### config.mk
export PLATFORM = sky130hd
export DESIGN_NAME = bcd_counter_0_99
export DESIGN_NICKNAME = d
export VERILOG_FILES = /design/src/rtl/bcd_counter_0_99.sv
export SDC_FILE = /design/constraint.sdc
export NUM_CORES = 1
export LEC_CHECK = 0
export BUFFER_PORTS_ARGS = -buffer_cell sky130_fd_sc_hd__buf_2
export CAP_MARGIN = 30
export CORE_ASPECT_RATIO = 1.2
export CORE_MARGIN = 1
export CORE_UTILIZATION = 52
export CTS_CLUSTER_SIZE = 12
export DETAILED_ROUTE_END_ITERATION = 10
export PLACE_DENSITY = 0.87
export SKIP_CTS_REPAIR_TIMING = 1
export SLEW_MARGIN = 20
export SYNTH_ARGS = -nofsm -noshare
export SYNTH_HDL_FRONTEND = slang
export SYNTH_SLANG_ARGS = --single-unit
### constraint.sdc
create_clock -name clock_in -period 1.95 [get_ports clock_in]
set_clock_uncertainty 0.15 [all_clocks]
set_input_delay 0.195 -clock clock_in [delete_from_list [all_inputs] [get_ports clock_in]]
set_output_delay 0.195 -clock clock_in [all_outputs]
set_load 0.1 [all_outputs]
### src/rtl/bcd_counter_0_99.sv
// ============================================================================
// Module   : bcd_counter_0_99
// Brief    : Two-digit BCD up/down counter stepped by a synchronised tick_in
//            edge, with a multiplexed active-low 7-segment display driver.
//            Define COUNT_SATURATE_EN to hold at 00/99 instead of wrapping.
// Revision : 1.0 - initial release
// ============================================================================
`default_nettype none

module bcd_counter_0_99 #(
  parameter logic [31:0] REFRESH_DIV = 32'd100000,
  parameter int          SYNC_STAGES = 2
) (
  input  logic       clock_in,
  input  logic       reset_n,
  input  logic       tick_in,
  input  logic       start,
  input  logic       stop,
  input  logic       clear,
  input  logic       up_down,
  output logic [3:0] ones,
  output logic [3:0] tens,
  output logic       carry_out,
  output logic       running,
  output logic [6:0] seg,
  output logic [3:0] an
);

  typedef enum logic [0:0] {
    ST_STOP = 1'b0,
    ST_RUN  = 1'b1
  } state_t;

  logic [1:0]             rst_sync_q, rst_sync_d;
  logic                   rst_n_int;
  logic [SYNC_STAGES-1:0] sync_q, sync_d;
  logic                   prev_q, prev_d;
  logic                   step_q, step_d;
  state_t                 state_q, state_d;
  logic [3:0]             ones_q, ones_d;
  logic [3:0]             tens_q, tens_d;
  logic                   carry_q, carry_d;
  logic [31:0]            refresh_q, refresh_d;
  logic                   sel_q, sel_d;
  logic [3:0]             an_q, an_d;
  logic [6:0]             seg_q, seg_d;

  function automatic logic [6:0] seg_decode(input logic [3:0] d);
    case (d)
      4'd0:    seg_decode = 7'b1000000;
      4'd1:    seg_decode = 7'b1111001;
      4'd2:    seg_decode = 7'b0100100;
      4'd3:    seg_decode = 7'b0110000;
      4'd4:    seg_decode = 7'b0011001;
      4'd5:    seg_decode = 7'b0010010;
      4'd6:    seg_decode = 7'b0000010;
      4'd7:    seg_decode = 7'b1111000;
      4'd8:    seg_decode = 7'b0000000;
      4'd9:    seg_decode = 7'b0010000;
      default: seg_decode = 7'b1111111;
    endcase
  endfunction

  // Reset asserts asynchronously but is released on a clock edge.
  assign rst_sync_d = {rst_sync_q[0], 1'b1};
  assign rst_n_int  = rst_sync_q[1];

  always_ff @(posedge clock_in or negedge reset_n) begin
    if (!reset_n) rst_sync_q <= 2'b00;
    else          rst_sync_q <= rst_sync_d;
  end

  always_comb begin
    sync_d  = {sync_q[SYNC_STAGES-2:0], tick_in};
    prev_d  = sync_q[SYNC_STAGES-1];
    step_d  = sync_q[SYNC_STAGES-1] & ~prev_q;

    state_d = state_q;
    if (stop)       state_d = ST_STOP;
    else if (start) state_d = ST_RUN;

    ones_d  = ones_q;
    tens_d  = tens_q;
    carry_d = 1'b0;
    if (clear) begin
      ones_d = 4'd0;
      tens_d = 4'd0;
    end else if (step_q && (state_q == ST_RUN)) begin
      if (up_down) begin
`ifdef COUNT_SATURATE_EN
        if (!((ones_q == 4'd9) && (tens_q == 4'd9))) begin
`else
        begin
`endif
          if (ones_q == 4'd9) begin
            ones_d = 4'd0;
            if (tens_q == 4'd9) begin
              tens_d  = 4'd0;
`ifndef COUNT_SATURATE_EN
              carry_d = 1'b1;
`endif
            end else begin
              tens_d = tens_q + 4'd1;
            end
          end else begin
            ones_d = ones_q + 4'd1;
          end
        end
      end else begin
`ifdef COUNT_SATURATE_EN
        if (!((ones_q == 4'd0) && (tens_q == 4'd0))) begin
`else
        begin
`endif
          if (ones_q == 4'd0) begin
            ones_d = 4'd9;
            if (tens_q == 4'd0) begin
              tens_d  = 4'd9;
`ifndef COUNT_SATURATE_EN
              carry_d = 1'b1;
`endif
            end else begin
              tens_d = tens_q - 4'd1;
            end
          end else begin
            ones_d = ones_q - 4'd1;
          end
        end
      end
    end

    // >= rather than == so an overshoot still wraps back into range.
    refresh_d = refresh_q + 32'd1;
    sel_d     = sel_q;
    if (refresh_q >= (REFRESH_DIV - 32'd1)) begin
      refresh_d = 32'd0;
      sel_d     = ~sel_q;
    end
    an_d  = sel_d ? 4'b1101 : 4'b1110;
    seg_d = seg_decode(sel_d ? tens_q : ones_q);
  end

  always_ff @(posedge clock_in or negedge rst_n_int) begin
    if (!rst_n_int) begin
      sync_q    <= '0;
      prev_q    <= 1'b0;
      step_q    <= 1'b0;
      state_q   <= ST_STOP;
      ones_q    <= 4'd0;
      tens_q    <= 4'd0;
      carry_q   <= 1'b0;
      refresh_q <= 32'd0;
      sel_q     <= 1'b0;
      an_q      <= 4'b1110;
      seg_q     <= 7'b1000000;
    end else begin
      sync_q    <= sync_d;
      prev_q    <= prev_d;
      step_q    <= step_d;
      state_q   <= state_d;
      ones_q    <= ones_d;
      tens_q    <= tens_d;
      carry_q   <= carry_d;
      refresh_q <= refresh_d;
      sel_q     <= sel_d;
      an_q      <= an_d;
      seg_q     <= seg_d;
    end
  end

  assign ones      = ones_q;
  assign tens      = tens_q;
  assign carry_out = carry_q;
  assign running   = (state_q == ST_RUN);
  assign seg       = seg_q;
  assign an        = an_q;

endmodule

`default_nettype wire

==> metrics list, run 1 <==
- Number of nets in the layout: 368
- Result of the run: finished with violations
* Leading cell types by total area after synthesis: dfrtp_1 50%, nor2_1 4.9%, ha_1 3.7%
* Detailed placer's ending HPWL: 4010 microns
- Floorplan row count: 28
- In the final layout, the share of cells above drive strength 1 is 31.8%.
- DRT antenna net count: 0
- Post-CTS clock slew at the launch and capture registers of the worst setup and hold paths: 70 ps
- From synthesis to final layout, the design area changed by 32.8%.
- In the post-synthesis netlist, the cell with the most instances is dfrtp_1.
- Maximum net fanout on the critical path: 4
- Most frequent cell on the critical path: o21ai_1
- CTS built an H-tree with a depth of 3.
- The critical path is of the reg2reg type.
* Pins Over Slew Limit: 0
- Data on the critical path is required at its endpoint by 2030 ps.
- Die Outline Area: 5550 sq um
* Number of distinct library cells after synthesis: 48
- The synthesized design contains 57 register bits.
* Max-cap violations: 0
* Placed standard-cell area: 3270 sq um
* Hold Violations, Final: 0
- After the first detailed-routing iteration, the DRC count stood at 105.
- Gate family responsible for the most delay along the worst path: compound AO/OA/AOI/OAI gates
- The worst-case IR drop observed on VDD is 1.31 mV.
* Share of the yosys chip area belonging to registers: 52.3%
- Final std cell area, no fill: 3630 sq um
- Before CTS, the worst setup slack after placement is -726 ps.
- Pin count of the biggest net entering global routing: 40
* Antenna violations before repair: 0
- Max clock buf depth: 2
- Average detailed-routed wire length per instance: 14.7 microns
* Effective utilization at floorplan: 54.5%
- Number of global-route vias before repair: 2283
- Number of flops mapped to enable cells by yosys: 0
* Clock root buffer master: clkbuf_8
- Top cell type by total area after synthesis: dfrtp_1
- The finished layout holds 418 standard cells, fillers aside.
* Reported leakage power: 1.62 nW
- Placed cells: 394
- In the synthesized netlist, the number of instances is 273.
- Setup violations remaining at the end of the flow were counted as 9.
- PortBufs: 25
- Final worst-path cycle share: 137%
- Slack of the worst reg-to-reg path: -730 ps
- Worst setup slack after layout: -726 ps
- Wire length of the first global-routing pass: 9750 microns
* Avg Inst Size Synth: 10.0 sq um
- Antenna diode instance count: 0
- Total Power Consumption: 0.00413 W
- After detailed routing, the total wire length is 6140 microns.
- Before antenna repair, the detailed router went through 4 iterations.
* Overflow left after global routing: 0
- Counting flops with an async set or reset pin after synthesis yields a share of 100%.
- Worst endpoint data arrival time: 2760 ps
- Traced cell by cell, the critical path runs through ha_2 > nand4_1 > a211oi_2 > a311o_1 > xor2_2 > mux2i_1 > ha_1 > o21ai_1 > o21ai_1 > mux2_4.
* Violated checks: negative setup slack
* Number of vias per cell: 5.55
- CTS tree: done
- By count the netlist is led by 55 x dfrtp_1, 36 x nor2_1, 21 x nand2_1, 14 x o21ai_0, 12 x a21oi_1.
- Overall die width: 68.2 microns
* Highest clock frequency the design can meet: 374 MHz
- Setup repair after global routing could not meet its margin everywhere.
* Setup crit start kind: flop
- The die is 81.4 microns tall.
* Clock insertion delay at the later pin of the skew report: 350 ps
- Counting I/O delays and the setup requirement, the final critical path takes 2680 ps.
- In this run the worst hold path is classified as in2async.
- The core region is 5010 sq um.
- Routability-driven placement finished with a final weighted congestion of 0.921.
- In this run the count of I/O pins placed on the die edge is 28.
- Counting every sink on the clock net gives 57.
- All-layer global routing usage: 24.6%
* Number of buffers and inverters on the critical path: 0
- For this run, design rule violations remaining after detail routing come to 0.
- Cell Pwr Density: 1140 nW/um^2
- Detailed routing inserted a total of 2318 vias.
- Summed instance area of the synthesized netlist: 2730 sq um
- Yosys top cell area share: 50.4%
- TritonCTS buffer count: 9
* Endpoint class of the critical path: flop
- During synthesis, Yosys emitted a total of 0 warnings.
* CP max stage delay: 390 ps
* Cell type of the slowest stage on the worst timing path: dfrtp_1
- Post-synth top flop: dfrtp_1
-- worst register-to-register path, stage by stage (launching register included) --
cell	delay, ps
dfrtp_1	390
ha_2	200
nand4_1	120
a211oi_2	80
a311o_1	370
xor2_2	260
mux2i_1	230
ha_1	280
o21ai_1	140
o21ai_1	70
mux2_4	260
-- metal layers --
layer  share of wire (%)  up-vias  track usage (%)
met4                 3.1        0             14.2
li1                    -     1090                -
met2                  52       83             40.8
met1                  39     1124             26.5
met3                 5.5       21             8.71
met5                   0        -                0
-- registers in the layout, summed over array words and instances, names as in the netlist --
register / cells
an: 2
sync_q: 2
refresh_q: 32
carry_out: 1
rst_sync_q: 2
ones: 4
seg: 7
tens: 4
step_q: 1
running: 1
prev_q: 1
-- through the flow --
step	util, %	hold WS, ps	setup TNS, ps
global route	72.4	11.7	-4610
global placement	65.3	-169	-2010
floorplan	-	-251	-4490
CTS	69.8	-541	-3120
detailed placement	65.3	-168	-2930
finish	72.4	10.3	-3260
-- logic make-up after synthesis --
kind of cell	after synthesis	synth area share (%)
other cells	2	0.275
compound gates	53	12.3
mux	9	3.34
flops	57	52.3
buf+inv	27	4.72
simple gates	100	17.7
xor+xnor	17	5.73
fa+ha+maj	8	3.66
-- where the power goes --
| part | internal, W | switching (W) | leakage (nW) |
|---|---|---|---|
| registers | 0.00131 | 0.0000922 | 0.708 |
| logic | 0.000328 | 0.00116 | 0.803 |
| clock network | 0.000757 | 0.000490 | 0.113 |
| total | 0.00240 | 0.00174 | 1.62 |
-- cells in the final DEF, fill, tap and decap left out, types with 5 or more instances in the layout --
cell,synthesis,layout
a21oi_1,12,12
buf_2,1,25
buf_4,3,39
clkbuf_8,0,10
conb_1,2,18
dfrtp_1,55,46
dfrtp_2,0,9
ha_1,8,5
inv_1,10,10
mux2i_1,8,8
nand2_1,21,21
nand3_1,7,7
nand4_1,5,5
nor2_1,36,36
nor3_1,10,9
o21ai_0,14,10
xnor2_1,8,8
xor2_1,8,8
-- path summary, 6_finish.rpt --
check                                         from                       to  cells past startpoint
min in group clock_in                        clear      ones[0]$_DFFE_PN0P_                      2
max in group asynchronous  rst_sync_q[1]$_DFF_PN0_      ones[3]$_DFFE_PN0P_                      1
setup / recovery            refresh_q[0]$_DFF_PN0_         seg[1]$_DFF_PN0_                     10
setup reg to reg            refresh_q[0]$_DFF_PN0_         seg[1]$_DFF_PN0_                     10
hold reg to reg            rst_sync_q[1]$_DFF_PN0_      carry_out$_DFF_PN0_                      0
hold / removal                             reset_n  rst_sync_q[0]$_DFF_PN0_                      2
-- cell type report --
cell class | count | area [sq um]
Fill cell | 332 | 1380
Tap cell | 60 | 75.1
Clock buffer | 10 | 138
Sequential cell | 57 | 1440
Clock inverter | 6 | 90.1
Inverter | 11 | 53.8
Multi-Input combinational cell | 205 | 1350
Timing Repair Buffer | 69 | 478
Note: power is estimated with default switching activity, not from simulation.
==> run 2: changes to the inputs <==
Settings changed: PLACE_DENSITY 0.87 to 0.86.
==> run 2 against run 1 <==
Against the previous run:
- the run still ends with negative setup slack left
- core utilization grew 1.2 points
- worst hold slack gained 38 ps
- sequential power is essentially flat
- die area is the same
- count of clock-buffer cells in the layout grew 2
- largest cell class unchanged
==> metrics list, run 2 (synthesized netlist as in run 1, its figures left out) <==
- The flow ran to the end, but the final reports show violations.
- Violated checks: negative setup slack
- Critical setup path kind: reg2reg
* All-layer global routing usage: 25.5% (+0.98 points)
* Cell Pwr Density: 1170 nW/um^2 (+2.5%)
* Floorplan row count: 28 (unchanged)
- Detailed placer's ending HPWL: 4150 microns (+3.5%)
* Average detailed-routed wire length per instance: 16.3 microns (+11%)
- The clock latency reported for the late side of the worst-skew pair is 340 ps (about the same).
- Placed cells: 397 (+0.76%)
* RSZ-0062 raised after global routing: true
* Final worst-path cycle share: 140% (+2.3 points)
* TritonCTS buffer count: 9 (unchanged)
- Slack of the worst reg-to-reg path: -770 ps (-50 ps)
- The antenna diode count is 0 (unchanged).
* Number of fill cells in the layout: 327 (-1.5%)
- The final period demand of the worst path was 2720 ps (+45.6 ps).
- PortBufs: 25 (unchanged)
- Hold Violations, Final: 0 (unchanged)
- The tightest min-delay check is of the reg2async type.
- The iteration count of the initial detailed-routing pass was 5 (+1).
* Maximum net fanout on the critical path: 4 (unchanged)
- Die Outline Area: 5550 sq um (unchanged)
- Pin count of the biggest net entering global routing: 40 (unchanged)
- The setup TNS was -3200 ps (+61.0 ps).
- Max-cap violations: 0 (unchanged)
- Commonest non-fill, non-tap cells in the layout: 46 x dfrtp_1, 38 x buf_4, 35 x nor2_1, 25 x buf_2, 21 x nand2_1
- Final routed DRC violation total: 0 (unchanged)
- Number of global-route vias before repair: 2235 (-2.1%)
- The setup slack after placement came to -744 ps (-17.9 ps).
* Number of clock sinks: 57 (unchanged)
- Post-CTS clock slew at the launch and capture registers of the worst setup and hold paths: 70 ps (about the same)
- The per-cell via count in the routed design was 5.64 (+1.8%).
- The number of nets in the finished design is 369 (+0.27%).
- The final number of max-transition violations came to 0 (unchanged).
- The worst setup margin is -772 ps (-45.6 ps).
- Setup crit start kind: flop
* Number of setup violations in the final report: 8 (-1)
- Largest register by flop count: refresh_q
- Overall die width: 68.2 microns (unchanged)
* Clock root buffer master: clkbuf_8
* Endpoint class of the critical path: flop
- The static leakage was 1.65 nW (+1.7%).
* Required time at the endpoint of the critical path: 2020 ps (about the same)
- Commonest non-fill, non-tap cell in the layout: dfrtp_1
- Cell Count, Final, Fillers Out: 419 (+0.24%)
- Count of vias placed by the detailed router: 2365 (+2.0%)
* Wire length of the first global-routing pass: 10100 microns (+3.7%)
- Effective utilization at floorplan: 54.5% (unchanged)
- The H-tree depth reported by CTS is 3 (unchanged).
- The number of cells on the worst reg-to-reg path came to 9 (-1).
* I/O pin count: 28 (unchanged)
* Sum of routed wire length over all layers: 6850 microns (+11%)
* Area delta synth->final: 35.1%
* DRT antenna net count: 0 (unchanged)
- CTS tree: done
* Highest clock frequency the design can meet: 367 MHz (-1.7%)
- The DRC violation total after the first TritonRoute iteration is 206 (+96%).
- The arrival time of data at the critical path endpoint is 2800 ps (+40 ps).
- VDD IR max: 0.777 mV (-41%)
- The area inside the core boundary came to 5010 sq um (unchanged).
- Flip-flop count of the largest register, all copies and words added: 32 (unchanged)
- Height of the chip: 81.4 microns (unchanged)
* Antenna violations before repair: 0 (unchanged)
* Overflow left after global routing: 0 (unchanged)
- The worst-case clock buffer depth was 2 (unchanged).
* Placer Congestion: 0.911 (-1.1%)
* Layout cells sized above 1: 32.3% (+0.47 points)
[run 2: power breakdown]
| group | total [W] | internal (W) | switching (W) |
|---|---|---|---|
| Sequential | 0.00139 | 0.00131 | 0.0000824 |
| Combinational | 0.00154 | 0.000340 | 0.00120 |
| Clock | 0.00138 | 0.000921 | 0.000463 |
[run 2: layer usage]
layer | part of all wire [%] | GRT usage, % | routed length [microns]
met4 | 2.9 | 13.8 | 198
met1 | 38 | 29.4 | 2620
met3 | 5.2 | 10.8 | 356
met5 | 0 | 0 | 0
met2 | 54 | 39.6 | 3680
[run 2: final timing paths]
kind / end / startpoint
max: seg[1]$_DFF_PN0_ / refresh_q[28]$_DFF_PN0_
min: carry_out$_DFF_PN0_ / rst_sync_q[1]$_DFF_PN0_
max reg2reg: seg[1]$_DFF_PN0_ / refresh_q[28]$_DFF_PN0_
min reg2reg: carry_out$_DFF_PN0_ / rst_sync_q[1]$_DFF_PN0_
max in group asynchronous: rst_sync_q[1]$_DFF_PN0_ / reset_n
min in group clock_in: ones[0]$_DFFE_PN0P_ / clear
[run 2: critical path: stages, from the launching register on]
cell and delay (ps):
dfrtp_1 400, nor4_2 330, nand4_1 130, a311o_1 340, xor2_2 290, mux2i_1 250
ha_1 290, o21ai_1 120, o21ai_1 80, mux2_2 250
[run 2: stage by stage]
step / utilization (%) / area (sq um) / power (W) / hold WS, ps
4_1_cts: 70.8 / 3550 / 0.00427 / -534
6_report: 73.7 / 3690 / 0.00431 / 48.7
3_3_place_gp: 65.7 / 3290 / 0.00283 / -169
5_1_grt: 73.7 / 3690 / 0.00448 / 39.8
3_5_place_dp: 65.7 / 3290 / 0.00285 / -168
2_1_floorplan: - / 2890 / 0.00258 / -251
[run 2: cell type report]
cell class	count	area [sq um]	area share, %
inverter	11	53.8	1.46
sequential	57	1440	39.0
clock inverter	4	98.8	2.68
tap	60	75.1	2.03
multi-input combinational	205	1380	37.3
clock buffer	12	155	4.20
timing repair buffer	70	492	13.3
